==> config.mk <==
export PLATFORM = sky130hd
export DESIGN_NAME = cascade_counter
export DESIGN_NICKNAME = d
export VERILOG_FILES = /design/src/rtl/cascade_counter_pkg.sv /design/src/rtl/counter_digit.sv /design/src/rtl/cascade_counter.sv
export SDC_FILE = /design/constraint.sdc
export NUM_CORES = 1
export LEC_CHECK = 0
export CORE_MARGIN = 2
export CORE_UTILIZATION = 50
export DETAILED_ROUTE_END_ITERATION = 12
export GPL_TIMING_DRIVEN = 0
export PLACE_DENSITY_LB_ADDON = 0.25
export SYNTH_ARGS = -nofsm -noshare
export SYNTH_HDL_FRONTEND = slang
export SYNTH_SLANG_ARGS = --single-unit
==> constraint.sdc <==
create_clock -name clk -period 2.3 [get_ports clk]
set_input_delay 0.23 -clock clk [delete_from_list [all_inputs] [get_ports clk]]
set_output_delay 0.23 -clock clk [all_outputs]
set_load 0.01 [all_outputs]
==> src/rtl/cascade_counter_pkg.sv <==
// Shared defaults and the one-digit type for the cascaded modulo counter.
package cascade_counter_pkg;
  localparam int DIGITS_DEF = 4;
  localparam int BITS_DEF   = 4;
  localparam int LIMIT_DEF  = 10;

  typedef logic [BITS_DEF-1:0] digit_t;
endpackage

==> src/rtl/counter_digit.sv <==
// One modulo-LIMIT digit: ripples carry/borrow combinationally, updates on clk.
module counter_digit
  import cascade_counter_pkg::*;
#(
  parameter int BITS  = BITS_DEF,
  parameter int LIMIT = LIMIT_DEF
) (
  input  logic            clk_i,
  input  logic            rst_ni,
  input  logic            clear_i,
  input  logic            load_i,
  input  logic [BITS-1:0] load_digit_i,
  input  logic            hold_i,
  input  logic            carry_i,
  input  logic            borrow_i,
  output logic [BITS-1:0] digit_o,
  output logic            carry_o,
  output logic            borrow_o
);
  localparam logic [BITS-1:0] MAXD = BITS'(LIMIT - 1);
  localparam logic [BITS:0]   LIM  = (BITS+1)'(LIMIT);

  logic [BITS-1:0] digit_q, digit_d;

  assign carry_o  = carry_i  && (digit_q == MAXD);
  assign borrow_o = borrow_i && (digit_q == '0);
  assign digit_o  = digit_q;

  always_comb begin
    digit_d = digit_q;
    if (clear_i)
      digit_d = '0;
    else if (load_i)
      digit_d = ({1'b0, load_digit_i} >= LIM) ? MAXD : load_digit_i;
    else if (!hold_i) begin
      // hold_i freezes every digit when a saturating counter hits its bound
      if (carry_i)
        digit_d = (digit_q == MAXD) ? '0 : digit_q + 1'b1;
      else if (borrow_i)
        digit_d = (digit_q == '0) ? MAXD : digit_q - 1'b1;
    end
  end

  always_ff @(posedge clk_i) begin
    if (!rst_ni) digit_q <= '0;
    else         digit_q <= digit_d;
  end
endmodule

==> src/rtl/cascade_counter.sv <==
// Cascaded DIGITS x modulo-LIMIT up/down counter with clear, clamped load and
// registered overflow/underflow pulses. Define CASCADE_COUNTER_SATURATE_EN to
// hold at the bounds instead of wrapping.
module cascade_counter
  import cascade_counter_pkg::*;
#(
  parameter int DIGITS = DIGITS_DEF,
  parameter int BITS   = BITS_DEF,
  parameter int LIMIT  = LIMIT_DEF
) (
  input  logic                   clk,
  input  logic                   reset,
  input  logic                   increment,
  input  logic                   decrement,
  input  logic                   clear,
  input  logic                   load,
  input  logic [DIGITS*BITS-1:0] load_value,
  output logic [DIGITS*BITS-1:0] value,
  output logic                   overflow,
  output logic                   underflow,
  output logic                   zero
);
  logic [DIGITS:0]                carry, borrow;
  logic [DIGITS-1:0][BITS-1:0]    ld_digits, digits;
  logic                           sat_hold;
  logic                           ovf_q, unf_q;

  // Simultaneous increment and decrement cancel before entering the chain
  assign carry[0]  = increment && !decrement;
  assign borrow[0] = decrement && !increment;
  assign ld_digits = load_value;

`ifdef CASCADE_COUNTER_SATURATE_EN
  assign sat_hold = carry[DIGITS] || borrow[DIGITS];
`else
  assign sat_hold = 1'b0;
`endif

  for (genvar g = 0; g < DIGITS; g++) begin : g_digit
    counter_digit #(.BITS(BITS), .LIMIT(LIMIT)) u_digit (
      .clk_i        (clk),
      .rst_ni       (reset),
      .clear_i      (clear),
      .load_i       (load),
      .load_digit_i (ld_digits[g]),
      .hold_i       (sat_hold),
      .carry_i      (carry[g]),
      .borrow_i     (borrow[g]),
      .digit_o      (digits[g]),
      .carry_o      (carry[g+1]),
      .borrow_o     (borrow[g+1])
    );
  end

  always_ff @(posedge clk) begin
    if (!reset) begin
      ovf_q <= 1'b0;
      unf_q <= 1'b0;
    end else if (clear || load) begin
      ovf_q <= 1'b0;
      unf_q <= 1'b0;
    end else begin
      ovf_q <= carry[DIGITS];
      unf_q <= borrow[DIGITS];
    end
  end

  assign value     = digits;
  assign overflow  = ovf_q;
  assign underflow = unf_q;
  assign zero      = (digits == '0);
endmodule
==> flow_summary.rst <==
.. list-table::
   :header-rows: 1

   * - Metric
     - Value
   * - Overflow after GRT
     - 0
   * - Area enclosed by the die boundary
     - 3970 um^2
   * - Dominant cell type by area after synthesis
     - sky130_fd_sc_hd__dfxtp_1
   * - Worst-case clock buffer depth
     - 2
   * - Commonest cells post-synth
     - sky130_fd_sc_hd__nor2_1 (21), sky130_fd_sc_hd__dfxtp_1 (18), sky130_fd_sc_hd__o21ai_0 (15)
   * - Detail Placement HPWL
     - 3330 um
   * - Synthesized instance count
     - 221
   * - Transition time at the pin with the least slew margin
     - 0.606 ns
   * - Row cnt
     - 21
   * - Seq/Total Area, Yosys
     - 20.7%
   * - Ant diodes
     - 0
   * - Final setup vio count
     - 0
   * - Tcrit/Tclk final
     - 97.3%
   * - Global-route usage over all layers
     - 24.2%
   * - Clk root buf
     - sky130_fd_sc_hd__clkbuf_4
   * - Deepest level of the CTS H-tree
     - 1
   * - Die outline height
     - 63.0 um
   * - Fraction of layout instances using a drive strength above 1
     - 11.7%
   * - Final WS setup
     - 0.0627 ns
   * - Syn-to-layout area delta
     - 29.7%
   * - Normalized max-slew margin
     - 59.6%
   * - Top fanout value on the critical path
     - 10
   * - Most area-consuming cells after synthesis
     - sky130_fd_sc_hd__dfxtp_1 (21%), sky130_fd_sc_hd__nor2_1 (4.5%), sky130_fd_sc_hd__o21ai_0 (4.3%)
   * - Routed wire length
     - 4700 um
   * - Total I/O pin count
     - 41
   * - Final layout net count
     - 287
   * - Worst-Skew Late Latency
     - 0.32 ns
   * - Wire length of the first global-routing pass
     - 7790 um
   * - Number of unique standard cell types used by synthesis
     - 67
   * - Max-capacitance violation count
     - 0
   * - Total power per unit cell area
     - 388 nW/um^2
   * - Horizontal die dimension
     - 63.0 um
   * - Drt initial violations
     - 158
   * - Critical path start-end classification
     - reg2out
   * - Pins over their slew limit
     - 0
   * - Routability congestion estimate from global placement
     - 0.896
   * - Core footprint
     - 3340 um^2
   * - Synth warnings
     - 0
   * - Upper clock frequency limit
     - 447 MHz
   * - Post-Route Skew
     - 0.0155 ns
   * - Most common cell in the synthesized netlist
     - sky130_fd_sc_hd__nor2_1
   * - Hold Path Stages
     - 3
   * - Vias in the first global route
     - 1695
   * - Synthesized area per cell
     - 7.87 um^2
   * - ANT nets after route
     - 0
   * - DR pass1 iterations
     - 6
   * - Number of clock buffers inserted by TritonCTS
     - 3
   * - Min-Delay Path Class
     - in2reg
   * - Average wire per standard cell
     - 15.1 um
   * - Syn Nets
     - 243
   * - CTS Hold Buffers Added
     - 0
   * - Worst Hold Slack
     - 0.487 ns
   * - Number of storage elements in the synthesis netlist
     - 18
   * - CTS tree
     - done
   * - Shortest period the worst path allows
     - 2.24 ns
   * - Design Power
     - 0.875 mW
   * - Proportion of synthesized flip-flops having asynchronous set or reset
     - 0%
   * - Pin count of the biggest net entering global routing
     - 11
   * - Leakage
     - 0.820 nW
   * - Post-Syn Area
     - 1740 um^2
   * - Count of vias placed by the detailed router
     - 1900
   * - Number of port buffers
     - 40
   * - Category of the worst setup path capture point
     - output pin
   * - Number of enable-type register cells in the synthesized netlist
     - 0
   * - Clock net sink count
     - 18
   * - DRC Markers
     - 0
   * - Initial Utilization
     - 52.1%
   * - Unrepaired setup endpoints after global routing
     - false
   * - Share of the synthesized area in the top cell type
     - 20.7%
   * - Run status
     - completed
   * - Required time of the critical path
     - 2.07 ns
   * - Worst path arrival time
     - 2.01 ns
   * - Peak VDD IR
     - 0.000202 V
   * - Register-to-Register Path Depth
     - 6
   * - Vias per Instance
     - 6.13
   * - Antenna violations before repair
     - 0
   * - Worst slack, placed
     - 0.0172 ns
   * - Startpoint types
     - flop
   * - Primary flip-flop cell chosen by synthesis mapping
     - sky130_fd_sc_hd__dfxtp_1
   * - Hold Fails Final Rpt
     - 0
   * - Clock Pin Slew Worst Setup and Hold Paths
     - 0.14 ns
   * - Layout filler cell count
     - 291
==> state kept, by name, summed over array words and instances, names as in the netlist <==
signal	flops
underflow	1
overflow	1
g_digit.u_digit.digit_o	16
==> stage by stage <==
stage / instance area [um^2] / setup TNS [ns] / util [%] / std cells
5_1_grt: 2260 / 0 / 67.6 / 310
2_1_floorplan: 1740 / 0 / - / 221
6_report: 2260 / 0 / 67.6 / 310
3_3_place_gp: 2200 / -0.00338 / 65.8 / 307
3_5_place_dp: 2200 / 0 / 65.8 / 307
4_1_cts: 2260 / 0 / 67.6 / 312
==> cells in the final DEF (no fill, tap or decap), types with 4 or more instances in the layout <==
cell type / instances
sky130_fd_sc_hd__a21oi_1: 12
sky130_fd_sc_hd__a221oi_1: 4
sky130_fd_sc_hd__a31oi_1: 4
sky130_fd_sc_hd__buf_2: 5
sky130_fd_sc_hd__clkbuf_1: 8
sky130_fd_sc_hd__clkdlybuf4s50_1: 40
sky130_fd_sc_hd__dfxtp_1: 18
sky130_fd_sc_hd__inv_1: 8
sky130_fd_sc_hd__mux2i_1: 5
sky130_fd_sc_hd__nand2_1: 10
sky130_fd_sc_hd__nand2b_1: 7
sky130_fd_sc_hd__nand3_1: 6
sky130_fd_sc_hd__nor2_1: 21
sky130_fd_sc_hd__nor2b_1: 6
sky130_fd_sc_hd__nor3_1: 5
sky130_fd_sc_hd__o211ai_1: 4
sky130_fd_sc_hd__o21ai_0: 15
sky130_fd_sc_hd__xnor2_1: 8
==> worst max-delay path, cell delays in order, from the launching register on <==
cell	delay, ns
sky130_fd_sc_hd__dfxtp_1	0.37
sky130_fd_sc_hd__buf_2	0.20
sky130_fd_sc_hd__nor4_4	0.31
sky130_fd_sc_hd__nand2_1	0.11
sky130_fd_sc_hd__nor2_1	0.14
sky130_fd_sc_hd__clkdlybuf4s50_1	0.56
==> logic make-up after synthesis <==
group	Yosys count	synth area share, %
xor gates and xnor gates	10	5.04
buffers and inverters	28	7.41
DFF	18	20.7
and+or+nand+nor	87	32.4
AOI/OAI and AO/OA	71	30.2
muxes	7	4.17
==> final timing paths <==
path                                                                 start                                          to  slack, ns
worst max register to register  g_digit[0].u_digit.digit_o[0]$_SDFFE_PP0P_  g_digit[2].u_digit.digit_o[3]$_SDFFE_PP0P_       0.22
worst min register to register  g_digit[3].u_digit.digit_o[3]$_SDFFE_PP0P_  g_digit[3].u_digit.digit_o[3]$_SDFFE_PP0P_       0.61
worst min-delay path                                         load_value[0]  g_digit[0].u_digit.digit_o[0]$_SDFFE_PP0P_       0.49
worst max-delay path            g_digit[2].u_digit.digit_o[1]$_SDFFE_PP0P_                                        zero       0.06
==> final cells by class <==
type,instances,area [um^2],area share [%]
buffer,17,88.8,3.94
clock buffer,4,36.3,1.61
timing repair buffer,41,408,18.1
inverter,9,33.8,1.50
sequential,18,360,16.0
tap,46,57.6,2.55
multi-input combinational,175,1270,56.4
==> routing by layer <==
| metal | wire length [um] | GRT usage, % | up-vias |
|---|---|---|---|
| met5 | 0 | 0 | - |
| met3 | 341 | 3.78 | 15 |
| met2 | 2060 | 37.4 | 88 |
| li1 | - | - | 929 |
| met1 | 2170 | 33.4 | 868 |
| met4 | 128 | 9.44 | 0 |
==> where the power goes <==
part	internal (mW)	total, mW	switching, mW
Combinational	0.151	0.308	0.157
Clock	0.0968	0.221	0.125
Sequential	0.325	0.346	0.0204
==> timing repair <==
action / in CTS / in global routing
buffers inserted: 1 / 0
gates cloned: 0 / 0
endpoints found under the setup margin: 1 / 1
gates resized for setup: 2 / 4
pin swaps: 1 / 1
No activity file was read; power rests on OpenSTA's default activity.
